[config.mk]
export PLATFORM = sky130hd
export DESIGN_NAME = mem_scan_master_flat
export DESIGN_NICKNAME = d
export VERILOG_FILES = /design/src/rtl/mem_scan_master_if.sv /design/src/rtl/mem_scan_master.sv /design/src/flat_wrapper.sv
export SDC_FILE = /design/constraint.sdc
export NUM_CORES = 1
export LEC_CHECK = 0
export CORE_ASPECT_RATIO = 0.6
export CORE_MARGIN = 2
export CORE_UTILIZATION = 46
export CTS_BUF_LIST = sky130_fd_sc_hd__clkbuf_16
export CTS_CLUSTER_SIZE = 28
export DETAILED_ROUTE_END_ITERATION = 16
export GPL_ROUTABILITY_DRIVEN = 0
export PLACE_DENSITY = 0.81
export SLEW_MARGIN = 20
export SYNTH_ARGS = -nofsm -noshare
export SYNTH_HDL_FRONTEND = slang
export SYNTH_SLANG_ARGS = --single-unit
[constraint.sdc]
create_clock -name clk -period 3.4 [get_ports clk]
set_input_delay 0.68 -clock clk [delete_from_list [all_inputs] [get_ports clk]]
set_output_delay 0.68 -clock clk [all_outputs]
set_load 0.01 [all_outputs]
[src/rtl/mem_scan_master_if.sv]
// Data-memory bus between mem_scan_master (master) and the data memory (slave).
// Read data is combinational: valid in the same cycle as mem_adr/mem_rd.
interface mem_scan_master_if;
   logic [31:0] mem_adr;
   logic [31:0] mem_wdata;
   logic        mem_rd;
   logic        mem_wr;
   logic [31:0] mem_rdata;

   modport master (output mem_adr, output mem_wdata, output mem_rd, output mem_wr,
                   input  mem_rdata);
   modport slave  (input  mem_adr, input  mem_wdata, input  mem_rd, input  mem_wr,
                   output mem_rdata);
endinterface

[src/rtl/mem_scan_master.sv]
// Array-max accelerator: scans signed 32-bit words, tracks max and first index.
// Optional result write-back to memory is enabled by defining SCAN_WRITEBACK_EN.
module mem_scan_master (
   input  logic                      clk,
   input  logic                      rst_n,
   input  logic                      start,
   input  logic [31:0]               base_adr,
   input  logic [15:0]               count,
   input  logic [31:0]               res_adr,
   mem_scan_master_if.master         bus,
   output logic                      busy,
   output logic                      done,
   output logic [31:0]               max_val,
   output logic [15:0]               max_idx
);

   typedef enum logic [2:0] {IDLE, READ, WR_VAL, WR_IDX, DONE} state_t;

   state_t      state, state_nxt;
   logic [15:0] cnt_q, cnt_nxt;
   logic [15:0] idx_q, idx_nxt;
   logic [31:0] adr_q, adr_nxt;
   logic        rd_q, rd_nxt;
   logic [31:0] max_q, max_nxt;
   logic [15:0] maxi_q, maxi_nxt;

`ifdef SCAN_WRITEBACK_EN
   logic [31:0] res_q, res_nxt;
   logic [31:0] wdata_q, wdata_nxt;
   logic        wr_q, wr_nxt;
`else
   logic        unused_res;
   assign unused_res = ^res_adr;
`endif

   // Next state and next registered outputs; every strobe/address is decoded
   // from the state being entered so the memory sees clean registered signals.
   always_comb begin
      state_nxt = state;
      cnt_nxt   = cnt_q;
      idx_nxt   = idx_q;
      max_nxt   = max_q;
      maxi_nxt  = maxi_q;
      adr_nxt   = '0;
      rd_nxt    = 1'b0;
`ifdef SCAN_WRITEBACK_EN
      res_nxt   = res_q;
      wdata_nxt = '0;
      wr_nxt    = 1'b0;
`endif
      case (state)
         IDLE: begin
            if (start) begin
               cnt_nxt  = count;
               idx_nxt  = '0;
               max_nxt  = '0;
               maxi_nxt = '0;
`ifdef SCAN_WRITEBACK_EN
               res_nxt  = res_adr;
`endif
               if (count == 16'd0) begin
                  state_nxt = DONE;
               end else begin
                  state_nxt = READ;
                  rd_nxt    = 1'b1;
                  adr_nxt   = base_adr;
               end
            end
         end
         READ: begin
            // Strict signed compare keeps the earliest index on ties.
            if (idx_q == 16'd0 || $signed(bus.mem_rdata) > $signed(max_q)) begin
               max_nxt  = bus.mem_rdata;
               maxi_nxt = idx_q;
            end
            idx_nxt = idx_q + 16'd1;
            if (idx_q == cnt_q - 16'd1) begin
`ifdef SCAN_WRITEBACK_EN
               state_nxt = WR_VAL;
               wr_nxt    = 1'b1;
               adr_nxt   = res_q;
               wdata_nxt = max_nxt;
`else
               state_nxt = DONE;
`endif
            end else begin
               rd_nxt  = 1'b1;
               adr_nxt = adr_q + 32'd4;
            end
         end
`ifdef SCAN_WRITEBACK_EN
         WR_VAL: begin
            state_nxt = WR_IDX;
            wr_nxt    = 1'b1;
            adr_nxt   = res_q + 32'd4;
            wdata_nxt = {16'b0, maxi_q};
         end
         WR_IDX: begin
            state_nxt = DONE;
         end
`endif
         DONE: begin
            state_nxt = IDLE;
         end
         default: begin
            state_nxt = IDLE;
         end
      endcase
   end

   always_ff @(posedge clk) begin
      if (!rst_n) begin
         state   <= IDLE;
         cnt_q   <= '0;
         idx_q   <= '0;
         adr_q   <= '0;
         rd_q    <= 1'b0;
         max_q   <= '0;
         maxi_q  <= '0;
`ifdef SCAN_WRITEBACK_EN
         res_q   <= '0;
         wdata_q <= '0;
         wr_q    <= 1'b0;
`endif
      end else begin
         state   <= state_nxt;
         cnt_q   <= cnt_nxt;
         idx_q   <= idx_nxt;
         adr_q   <= adr_nxt;
         rd_q    <= rd_nxt;
         max_q   <= max_nxt;
         maxi_q  <= maxi_nxt;
`ifdef SCAN_WRITEBACK_EN
         res_q   <= res_nxt;
         wdata_q <= wdata_nxt;
         wr_q    <= wr_nxt;
`endif
      end
   end

   assign bus.mem_adr = adr_q;
   assign bus.mem_rd  = rd_q;
`ifdef SCAN_WRITEBACK_EN
   assign bus.mem_wr    = wr_q;
   assign bus.mem_wdata = wdata_q;
`else
   assign bus.mem_wr    = 1'b0;
   assign bus.mem_wdata = '0;
`endif

   assign busy    = (state != IDLE);
   assign done    = (state == DONE);
   assign max_val = max_q;
   assign max_idx = maxi_q;

endmodule

[src/flat_wrapper.sv]
// flat-port wrapper written by rule: the top's interface ports become plain ports
module mem_scan_master_flat 
  (clk, rst_n, start, base_adr, count, res_adr, busy, done, max_val, max_idx, bus_mem_adr, bus_mem_wdata, bus_mem_rd, bus_mem_wr, bus_mem_rdata);
  mem_scan_master_if bus_i ();
  input  logic clk;
  input  logic rst_n;
  input  logic start;
  input  logic [31:0] base_adr;
  input  logic [15:0] count;
  input  logic [31:0] res_adr;
  output logic busy;
  output logic done;
  output logic [31:0] max_val;
  output logic [15:0] max_idx;
  output wire logic [$bits(bus_i.mem_adr)-1:0] bus_mem_adr;
  output wire logic [$bits(bus_i.mem_wdata)-1:0] bus_mem_wdata;
  output wire logic [$bits(bus_i.mem_rd)-1:0] bus_mem_rd;
  output wire logic [$bits(bus_i.mem_wr)-1:0] bus_mem_wr;
  input wire logic [$bits(bus_i.mem_rdata)-1:0] bus_mem_rdata;
  assign bus_mem_adr = bus_i.mem_adr;
  assign bus_mem_wdata = bus_i.mem_wdata;
  assign bus_mem_rd = bus_i.mem_rd;
  assign bus_mem_wr = bus_i.mem_wr;
  assign bus_i.mem_rdata = bus_mem_rdata;
  mem_scan_master u_core (.clk(clk), .rst_n(rst_n), .start(start), .base_adr(base_adr), .count(count), .res_adr(res_adr), .bus(bus_i), .busy(busy), .done(done), .max_val(max_val), .max_idx(max_idx));
endmodule
==> results.json <==
{
  "path_class": "in -> reg",
  "synth_top_area_share_pct": 34.3,
  "period_minus_slack_ns": 3.06,
  "grt_pass1_vias": 5941,
  "start_kind": "primary input",
  "io_pins": 231,
  "drtIter0Drc": 438,
  "synth_xor_area_share_pct": 7.83,
  "ys_top_cells_by_area": "dfxtp_1 34%, nand2_1 11%, mux2i_1 7.0%, ha_1 6.7%, xor2_1 4.7%",
  "ys_seq_elements": 115,
  "tightest_slew_ns": 0.820,
  "cts.hold.buffers_added": 0,
  "syn_area_sq_mm": 0.00671,
  "grt_use_total_pct": 22.7,
  "cp_max_fo": 23,
  "nets": 1135,
  "p_leak_nw": 3.53,
  "area.growth.synth_to_final_pct": 34.0,
  "arrival_ns": 3.34,
  "via_per_inst": 5.14,
  "final_cell_mix": "193 x nand2_1, 164 x clkdlybuf4s50_1, 115 x dfxtp_1",
  "synth_warnings": 0,
  "path_buf_inv": 3,
  "dp_hpwl_microns": 13000,
  "swShare_pct": 27.6,
  "p_total_mw": 3.92,
  "row_count": 34,
  "drtAntennaViolNets": 0,
  "peakVddDrop_v": 0.000236,
  "wirelength_microns": 17800,
  "grt_start_max_net_pins": 35,
  "final_cells": 1195,
  "synth_edf_count": 0,
  "core-area_sq_mm": 0.0144,
  "initial_core_util_pct": 46.6,
  "path_cells": "clkdlybuf4s50_1 -> ha_1 -> nand4_1 -> or4_1 -> or3_1 -> a31oi_1 -> buf_4 -> a21oi_4 -> buf_12 -> mux2i_1",
  "hold_viol": 0,
  "switchingPower_mw": 1.08,
  "wl_met2_microns": 7820,
  "fmax_mhz": 327,
  "finalMaxSlewViolations": 0,
  "synth_top_family_by_area": "simple AND/OR/NAND/NOR gates",
  "finalSetupViolCount": 0,
  "maxCapViolCount": 0,
  "cp_top_family": "simple AND/OR/NAND/NOR gates",
  "endpoint_kind": "flop",
  "async_flop_share_pct": 0,
  "wl_per_cell_microns": 14.9,
  "yosysSeqAreaShare_pct": 34.3,
  "clock_latency_ns": 0.40,
  "tritoncts": "done",
  "max_slew_margin_pct": 45.0,
  "cp.required_ns": 3.68,
  "power.internal_mw": 2.84,
  "numPortBuffers": 165,
  "worstHoldPathType": "reg -> reg",
  "htreeDepth": 4,
  "outcome": "finished, final reports clean",
  "slowest_stage": "or4_1",
  "n_antenna_cell": 0,
  "p_seq_share_pct": 37.8,
  "clock_power_share_pct": 43.7,
  "synth-adder-area-share_pct": 6.72,
  "m1WireLength_microns": 8450,
  "clk_pin_slew_ns": 0.06,
  "dieArea_sq_mm": 0.0156,
  "final_common_cell": "nand2_1",
  "layout-drive-gt1-share_pct": 8.83,
  "synth_largest_area_cell": "dfxtp_1",
  "cts_buffers": 17,
  "dr_wl_met3_microns": 1290,
  "synth_cell_types": 51,
  "fin_crit_sh_pct": 90.1,
  "postSynthCellCount": 832,
  "dieWidth_microns": 160,
  "yosys.area_share.simple_pct": 22.6,
  "drc": 0,
  "ctsLongestPathBuffers": 2,
  "clock-root-buffer": "clkbuf_16",
  "grt_pass1_wl_microns": 29100,
  "die_h_microns": 97.5,
  "rsz0062_at_grt": "false",
  "slowest_delay_ns": 0.61,
  "tns_ns": 0,
  "ys.flop_type": "dfxtp_1",
  "drtPass1Iterations": 6,
  "clock_sinks": 115,
  "maxUsedRoutingLayer": "met4",
  "via_count": 6144,
  "dpl.cell_count": 1163,
  "overflow": 0,
  "postCtsResizedCells": 0,
  "synth_compound_area_share_pct": 11.7,
  "p_per_area_mw_per_mm2": 436,
  "syn_avg_cell_area_sq_um": 8.06,
  "fin_skew_ns": 0.0110,
  "cts_setup_buffers": 0,
  "p_comb_share_pct": 18.5,
  "synth_mux_area_share_pct": 7.35,
  "antenna_found_initial": 0
}
==> Yosys cell counts, types with 2 or more instances <==
library cell  count
a21o_1            4
and2_1            3
a211o_1           2
nand2b_1          4
o2111ai_1         2
o21ai_0           8
dfxtp_1         115
and3_1            6
nor2b_1           5
or3_1             5
nor4b_1           2
buf_6             4
a22oi_1          10
a31oi_1           3
mux2i_1          47
nand2_1         193
a211oi_1          4
or4_1             2
ha_1             36
or2_2             3
nor4_1           10
o21ai_2          30
nor3_1           14
mux2_2            2
buf_2             5
clkbuf_1         35
buf_4            35
and4_1            4
a21oi_1          37
xor2_1           36
nand4_1          17
xnor2_1          24
o211ai_1          2
inv_1            44
nor2_1           38
nand3_1          26
==> per-layer routing <==
metal	vias up	global-route usage, %
met5	-	0
met4	0	6.03
met3	21	6.27
met2	182	34.6
met1	2894	31.8
li1	3047	-
==> power groups by stage <==
stage / Combinational [mW] / Sequential, mW / Clock, mW
floorplan: 0.431 / 1.51 / 0
global placement: 0.703 / 1.50 / 0
detailed placement: 0.719 / 1.51 / 0
CTS: 0.726 / 1.48 / 1.75
global route: 0.794 / 1.49 / 1.80
finish: 0.726 / 1.48 / 1.71
==> state kept, by name, summed over array words and instances (netlist names) <==
signal	flops
u_core.cnt_q	16
u_core.idx_q	16
u_core.max_val	32
u_core.bus.mem_rd	1
u_core.bus.mem_adr	32
u_core.state	2
u_core.max_idx	16
==> tightest hold or removal path: stages (launching register included) <==
cell     delay (ns)
dfxtp_1        0.31
nand2_1        0.05
o21ai_1        0.05
==> path summary, 6_finish.rpt <==
kind                                         from                     end  slack [ns]  cells after the start
worst max-delay path            bus_mem_rdata[27]      u_core.max_idx[13]        0.34                     10
worst min-delay path            u_core.max_idx[0]       u_core.max_idx[0]        0.45                      2
worst max register to register    u_core.cnt_q[3]  u_core.bus.mem_adr[31]        0.67                      8
worst min register to register  u_core.max_idx[0]       u_core.max_idx[0]        0.45                      2
==> final cells by class <==
| class | count | area [sq um] |
|---|---|---|
| inverters | 45 | 169 |
| well taps | 198 | 248 |
| clock inverters | 15 | 143 |
| clock buffers | 17 | 425 |
| multi-input cells | 625 | 3910 |
| fillers | 1273 | 5390 |
| flip-flops and latches | 115 | 2300 |
| repair buffers | 180 | 1800 |
==> logic make-up after synthesis <==
group | count (synthesis)
simple gates | 336
fa+ha+maj | 36
other cells | 1
mux | 49
flops | 115
compound gates | 111
buf+inv | 124
xor+xnor | 60
==> through the flow <==
stage / utilization [%] / setup slack, ns / area [sq um] / hold WS, ns
2_1_floorplan: - / 0.466 / 6830 / 0.449
3_3_place_gp: 58.6 / 0.0274 / 8420 / 0.438
3_5_place_dp: 58.6 / -0.0520 / 8420 / 0.447
4_1_cts: 62.5 / 0.359 / 8990 / 0.451
5_1_grt: 62.5 / 0.246 / 8990 / 0.484
6_report: 62.5 / 0.338 / 8990 / 0.452
(Power assumes the default switching activity.)
